$ cat src/rtl/float_pkg.sv
// Shared definitions for the float ALU path: field widths, exponent bias,
// field positions and the sequential subtractor state encoding.
package float_pkg;

  localparam int EXP_W    = 8;
  localparam int MANT_W   = 23;
  localparam int BIAS     = 127;

  localparam int SIGN_BIT = 31;
  localparam int EXP_MSB  = 30;
  localparam int EXP_LSB  = 23;
  localparam int MANT_MSB = 22;
  localparam int MANT_LSB = 0;

  typedef enum logic [2:0] {
    IDLE  = 3'd0,
    ALIGN = 3'd1,
    ADD   = 3'd2,
    NORM  = 3'd3,
    DONE  = 3'd4
  } subf_state_t;

endpackage

$ cat src/rtl/subf_seq.sv
// Multi-cycle single-precision subtractor s = a - b, truncating, one shift per cycle.
// Optional zero/flush/infinity handling is enabled by defining SUBF_SPECIAL_EN.
module subf_seq #(
  parameter int EXP_W  = float_pkg::EXP_W,
  parameter int MANT_W = float_pkg::MANT_W
) (
  input  logic                    clk,
  input  logic                    rstn,
  input  logic                    in_valid,
  output logic                    in_ready,
  input  logic [EXP_W+MANT_W:0]   a,
  input  logic [EXP_W+MANT_W:0]   b,
  output logic                    out_valid,
  input  logic                    out_ready,
  output logic [EXP_W+MANT_W:0]   s,
  output logic [2:0]              dbg_state
);
  import float_pkg::*;

  // Handshake: a transfer happens on any rising edge where valid && ready are
  // both high; the producer holds its data until then, and in_ready is high
  // only in IDLE so at most one operation is in flight.

  localparam int MW = MANT_W + 1;   // mantissa with the implicit one

  subf_state_t              state;
  logic                     sa, sb, rs;
  logic [EXP_W-1:0]         ea, eb, re;
  logic [MW-1:0]            ma, mb;
  logic [MW:0]              rm;

  logic [EXP_W-1:0]         exp_inc;
  logic                     norm_done;
  logic [EXP_W+MANT_W:0]    norm_s;

  assign dbg_state = state;

  // Normalisation decision for the current NORM cycle and the value s takes
  // if this cycle finishes the operation.
  always_comb begin
    exp_inc   = re + 1'b1;
    norm_done = 1'b1;
    norm_s    = {rs, re, rm[MANT_W-1:0]};
    if (rm[MW]) begin
      norm_s = {rs, exp_inc, rm[MANT_W:1]};
`ifdef SUBF_SPECIAL_EN
      if (exp_inc == {EXP_W{1'b1}})
        norm_s = {rs, {EXP_W{1'b1}}, {MANT_W{1'b0}}};
`endif
    end else if (rm == '0) begin
      norm_s = '0;
    end else if (!rm[MANT_W]) begin
`ifdef SUBF_SPECIAL_EN
      if (re <= EXP_W'(1))
        norm_s = '0;
      else
        norm_done = 1'b0;
`else
      norm_done = 1'b0;
`endif
    end
  end

  always_ff @(posedge clk) begin
    if (!rstn) begin
      state     <= IDLE;
      in_ready  <= 1'b1;
      out_valid <= 1'b0;
      s         <= '0;
      sa        <= 1'b0;
      sb        <= 1'b0;
      rs        <= 1'b0;
      ea        <= '0;
      eb        <= '0;
      re        <= '0;
      ma        <= '0;
      mb        <= '0;
      rm        <= '0;
    end else begin
      case (state)
        IDLE: begin
          if (in_valid) begin
            sa       <= a[EXP_W+MANT_W];
            sb       <= ~b[EXP_W+MANT_W];
            ea       <= a[MANT_W +: EXP_W];
            eb       <= b[MANT_W +: EXP_W];
`ifdef SUBF_SPECIAL_EN
            ma       <= (a[MANT_W +: EXP_W] == '0) ? '0 : {1'b1, a[MANT_W-1:0]};
            mb       <= (b[MANT_W +: EXP_W] == '0) ? '0 : {1'b1, b[MANT_W-1:0]};
`else
            ma       <= {1'b1, a[MANT_W-1:0]};
            mb       <= {1'b1, b[MANT_W-1:0]};
`endif
            in_ready <= 1'b0;
            state    <= ALIGN;
          end
        end
        ALIGN: begin
          // A mantissa shifted to zero ends alignment early, capping it at MW shifts.
          if (ea == eb) begin
            state <= ADD;
          end else if (ea < eb) begin
            if (ma == '0) state <= ADD;
            else begin
              ma <= ma >> 1;
              ea <= ea + 1'b1;
            end
          end else begin
            if (mb == '0) state <= ADD;
            else begin
              mb <= mb >> 1;
              eb <= eb + 1'b1;
            end
          end
        end
        ADD: begin
          re    <= (ea > eb) ? ea : eb;
          state <= NORM;
          if (sa == sb) begin
            rm <= {1'b0, ma} + {1'b0, mb};
            rs <= sa;
          end else if (ma == mb) begin
            rm <= '0;
            rs <= 1'b0;
            re <= '0;
          end else if (ma > mb) begin
            rm <= {1'b0, ma - mb};
            rs <= sa;
          end else begin
            rm <= {1'b0, mb - ma};
            rs <= sb;
          end
        end
        NORM: begin
          if (norm_done) begin
            s         <= norm_s;
            out_valid <= 1'b1;
            state     <= DONE;
          end else begin
            rm <= rm << 1;
            re <= re - 1'b1;
          end
        end
        DONE: begin
          if (out_ready) begin
            out_valid <= 1'b0;
            in_ready  <= 1'b1;
            state     <= IDLE;
          end
        end
        default: begin
          state     <= IDLE;
          in_ready  <= 1'b1;
          out_valid <= 1'b0;
        end
      endcase
    end
  end

endmodule

$ cat config.mk
export PLATFORM = sky130hd
export DESIGN_NAME = subf_seq
export DESIGN_NICKNAME = d
export VERILOG_FILES = /design/src/rtl/float_pkg.sv /design/src/rtl/subf_seq.sv
export SDC_FILE = /design/constraint.sdc
export NUM_CORES = 1
export LEC_CHECK = 0
export BUFFER_PORTS_ARGS = -buffer_cell sky130_fd_sc_hd__buf_2
export CORE_MARGIN = 3
export CORE_UTILIZATION = 35
export DETAILED_ROUTE_END_ITERATION = 7
export PLACE_DENSITY = 0.53
export SKIP_CTS_REPAIR_TIMING = 1
export SLEW_MARGIN = 40
export SYNTH_ARGS = -nofsm -noshare
export SYNTH_HDL_FRONTEND = slang
export SYNTH_SLANG_ARGS = --single-unit
$ cat constraint.sdc
create_clock -name clk -period 3.05 [get_ports clk]
set_clock_uncertainty 0.15 [all_clocks]
set_input_delay 0 -clock clk [delete_from_list [all_inputs] [get_ports clk]]
set_output_delay 0 -clock clk [all_outputs]
set_load 0.02 [all_outputs]
# Word-level counts from Yosys, hierarchy flattened
# Index checks and enable logic that the tools add are counted.
# Widths: inputs -> output; s select.
dict set report word_totals {
  ff_bits 137
  latch_bits 0
  mem_bits_rw 0
  romBits 0
  output_inout_bits 37
  elab_cells 112
  n_memories 0
}
dict set report op_classes {
  n_addsub 7
  n_mul 0
  div_mod_pow 0
  magnitude_cmp 3
  eq_ne 18
  shifts 0
  mux 52
  bitwise 3
  reduce_logical 16
}
# operator count
set op_table {}
lappend op_table {{$mux 24} 10}
lappend op_table {{$mux 8} 12}
lappend op_table {{$pmux 24 s2} 2}
lappend op_table {{$mux 32} 2}
lappend op_table {{$mux 25} 2}
lappend op_table {{$pmux 25 s2} 1}
lappend op_table {{$logic_not 24->1} 2}
lappend op_table {{$pmux 8 s2} 3}
lappend op_table {{$sub 24x24->24} 2}
lappend op_table {{$add 24x24->25} 1}
lappend op_table {{$logic_not 25->1} 1}
lappend op_table {{$add 8x1->8 const B} 3}
lappend op_table {{$eq 24x24->1} 1}
lappend op_table {{$gt 24x24->1} 1}
lappend op_table {{$mux 3} 7}
lappend op_table {{$ne 2x2->1 const B} 9}
lappend op_table {{$pmux 3 s5} 1}
lappend op_table {{$reduce_and 5->1} 3}
lappend op_table {{$mux 1} 10}
lappend op_table {{$eq 8x8->1} 1}
lappend op_table {{$gt 8x8->1} 1}
lappend op_table {{$lt 8x8->1} 1}
lappend op_table {{$ne 4x4->1 const B} 2}
lappend op_table {{$sub 8x1->8 const B} 1}
lappend op_table {{11 further kinds} 20}

# Longest topological paths before layout
dict set report depth {
  ltp_word 5
  ltp_mapped 14
  mapped_depth_nobuf 13
}

# Worst setup path after synthesis
# No wires, ideal clock.
dict set report synth_path {
  path_type {reg2reg}
  startpoint {reg ma[1]}
  endpoint {reg rm[17]}
  arrival_time_ns 2.737
  t_required_ns 2.776
  setup_slack_ns 0.038
  stages_incl_launch_ff 12
  n_path_buf 0
  synth_period_minus_slack_ns 3.012
  path_cell_list {dfxtp_1 > inv_1 > ha_1 > nand2b_1 > a2111oi_0 > o311a_1 > o21ai_1 > o211a_1 > o31ai_1 > xnor2_1 > a221oi_1 > a21oi_1}
}
dict set report synth_between {
  elab_chain_cells 5
  elab_cells_between_ends 9
  classes_between {add/sub (3); order compare (1); eq/ne (1); mux (4)}
}
# element line
set synth_rtl {}
lappend synth_rtl {{start: declaration} subf_seq.sv:29} ;# logic [MW-1:0] ma, mb;
lappend synth_rtl {{start signal: assignment} subf_seq.sv:91} ;# ma <= {1'b1, a[MANT_W-1:0]};
lappend synth_rtl {{start signal: assignment} subf_seq.sv:105} ;# ma <= ma >> 1;
lappend synth_rtl {{$sub 24x24->24, or another cell as far along} subf_seq.sv:130} ;# rm <= {1'b0, mb - ma};
lappend synth_rtl {{$mux 24} subf_seq.sv:126} ;# end else if (ma > mb) begin
lappend synth_rtl {{$mux 24} subf_seq.sv:122} ;# end else if (ma == mb) begin
lappend synth_rtl {{$mux 25 (*)} subf_seq.sv:119} ;# if (sa == sb) begin
lappend synth_rtl {{$pmux 25 s2 (*)} subf_seq.sv:80} ;# case (state)
lappend synth_rtl {{end signal: assignment} subf_seq.sv:120} ;# rm <= {1'b0, ma} + {1'b0, mb};
lappend synth_rtl {{end signal: assignment} subf_seq.sv:127} ;# rm <= {1'b0, ma - mb};
lappend synth_rtl {{end signal: assignment} subf_seq.sv:130}
lappend synth_rtl {{end: declaration} subf_seq.sv:30} ;# logic [MW:0] rm;
# Every way passes the cells marked *; elsewhere a longest branch is shown, timed or not.
# A chain may end at the register's enable or synchronous reset.

# Final worst setup path
dict set report layout_path {
  startpoint {reg ma[0]}
  endpoint {reg rm[8]}
}
# The elaborated chain is that of the path after synthesis.

==> reports/results.ini <==
[sta]
max_freq_mhz = 326
drv_slew = 0
hold_viol_final = 0
post-route-min-period_ns = 3.07
worst_pin_slew_ns = 0.687
rsz0062_at_grt = true
slew_headroom = 0.542
fin_ws_ns = -0.0213
min_period_over_period = 1.01
setup_viol = 1

[place]
dp.cells = 2080
dp_slack_ns = -0.330
postPlaceCellArea_um2 = 13700
hpwl_um = 30200
io_buffers = 104
place_congestion = 0.940

[yosys]
syn_avg_cell_area_um2 = 7.76
ys_ff_latch = 137
synth_cell_types = 80
yosysSeqAreaShare = 0.251
synth.net_count = 1560
netlist_area_um2 = 10900
async_flop_share = 0
ys.flop_type = dfxtp_1
synthCells = 1406
synth_enable_flop_cells = 0
synth_warnings = 0

[worst_setup_path]
crit_fanout = 6
critPathRequiredTime_ns = 3.29
cp-start-kind = register
worstPathBufferInverterCount = 3
cpPeakStageDelay_ns = 0.37
path_class = reg2reg
arrival_ns = 3.31
cpLargestDelayFamily = compound AO/OA/AOI/OAI gates
worstPathCellList = inv_2, ha_4, inv_2, fa_2, a21oi_2, o211a_4, o21ba_4, o211a_4, nor2_8, buf_6, mux2_4, o31a_1, nor3_2, o221a_2
end_kind = register
critPathSlowestCell = dfxtp_4

[global_route]
grt_pass1_wl_um = 61300
track_usage = 0.227
globalRouteOverflowTotal = 0
grt_max_degree = 88
grt_pass1_vias = 11200
antenna_found_initial = 0

[detailed_routing]
wl_met1_um = 19700
met2_wirelength_um = 17600
avgViaCountPerCell = 5.44
wl_per_cell_um = 18.0
drt_wl_total_um = 39500
top_layer = met4
firstDrtPassIters = 5
drt_iter0_markers = 855
route.detailed.drc = 0
antenna_left = 0
wl_met3_um = 1610
vias = 11900

[status]
status = finished with violations
failed_checks = negative setup slack

[clock_network]
htree_levels = 4
cts_buffers = 17
path_clk_slew_ns = 0.06
cts_tree = yes
clock_sinks = 137
clk-insertion-delay-late_ns = 0.45
cts_root_buf = clkbuf_16
clockBufferDepth = 2

[layout]
fin_util = 0.521
n_antenna_cell = 0
finalNetCount = 1944
stdcell_area_um2 = 16000
syn2layout_area_growth_pct = 46.3
final_cells = 2198
drive_gt1_frac = 0.321

[floorplanning]
start_util = 0.356
io_pins = 105
fp.dieW_um = 183
dieArea_um2 = 33300
rows = 64
die_h_um = 183
coreArea_um2 = 30700

[min_path]
min_path_type = in2reg

[flow_run]
cap_viol_max_count = 0

==> worst reg2reg max path, delay by kind of cell, from the launching register on <==
family	cells	cell delay (ns)
adder cells (fa/ha/maj)	2	0.36
buffers and inverters	3	0.24
AND/OR/NAND/NOR	2	0.34
multiplexers	1	0.31
AO/OA/AOI/OAI	6	1.27
flip-flops	1	0.37
==> layout make-up <==
class	count	area (um^2)
fill	2971	14700
clock buffer	21	470
multi-input combinational	1071	8150
clock inverter	10	213
timing repair buffer	463	3490
tap	396	495
sequential	137	2770
inverter	100	383
==> cells in the mapped netlist, drive strengths merged, types with 16 or more instances <==
| library cell | instances | area, um^2 |
|---|---|---|
| nand2 | 158 | 593 |
| dfxtp | 137 | 2740 |
| a21oi | 116 | 581 |
| inv | 100 | 375 |
| o211a | 85 | 866 |
| ha | 83 | 1040 |
| o21ai | 81 | 405 |
| clkbuf | 76 | 285 |
| nor2 | 63 | 253 |
| o211ai | 58 | 440 |
| nand3 | 42 | 223 |
| mux2i | 41 | 410 |
| nor2b | 33 | 206 |
| a21o | 23 | 173 |
| nor4 | 23 | 144 |
| buf | 22 | 109 |
| a31oi | 20 | 125 |
| nor3 | 20 | 105 |
| xnor2 | 17 | 149 |
| nand4 | 16 | 100 |
==> worst paths after layout <==
kind	start	endpoint	slack, ns	cells after the start
setup / recovery	ma[0]	rm[8]	-0.02	14
hold / removal	a[31]	sa	0.23	4
setup reg to reg	ma[0]	rm[8]	-0.02	14
hold reg to reg	out_valid	out_valid	0.33	2
==> kinds of logic after synthesis <==
group           after synthesis  share of synthesized area
fa+ha+maj                    86                      0.101
flops                       137                      0.251
buf+inv                     198                     0.0705
compound gates              512                      0.338
simple gates                408                      0.182
mux                          43                     0.0397
xor+xnor                     22                     0.0177
==> routing by layer <==
metal / up-vias / track usage
li1: 5944 / -
met1: 5656 / 0.334
met2: 313 / 0.354
met3: 36 / 0.0289
met4: 0 / 0.0521
met5: - / 0
==> cell usage in the layout (no fill, tap or decap), types with 17 or more instances in the layout <==
cell type and instances:
o21ai_0 70, o211ai_1 57, dfxtp_1 119, nor3_1 17, dlygate4sd3_1 69, nand3_1 39, a21oi_1 99, ha_1 61
o211a_1 83, a21o_1 22, nor2b_1 32, buf_4 277, nor4_1 20, buf_2 103, nand2_1 156, nor2_1 58
mux2i_1 38, ha_4 19, inv_1 84, clkbuf_16 17
==> registers in the layout (all words and copies together), names as in the netlist, 3 cells and up <==
| register | count |
|---|---|
| dbg_state | 3 |
| ea | 8 |
| eb | 8 |
| ma | 24 |
| mb | 24 |
| re | 8 |
| rm | 25 |
| s | 32 |
==> through the flow <==
step,TNS (ns),hold WS (ns)
global route,-0.684,0.270
CTS,-3.65,-0.313
floorplan,0,0.0163
detailed placement,-3.30,0.142
finish,-0.0213,0.231
global placement,-2.41,0.137
Power is not shown: default switching activity piles up to over one toggle a cycle in this logic, so the estimate is an artifact.
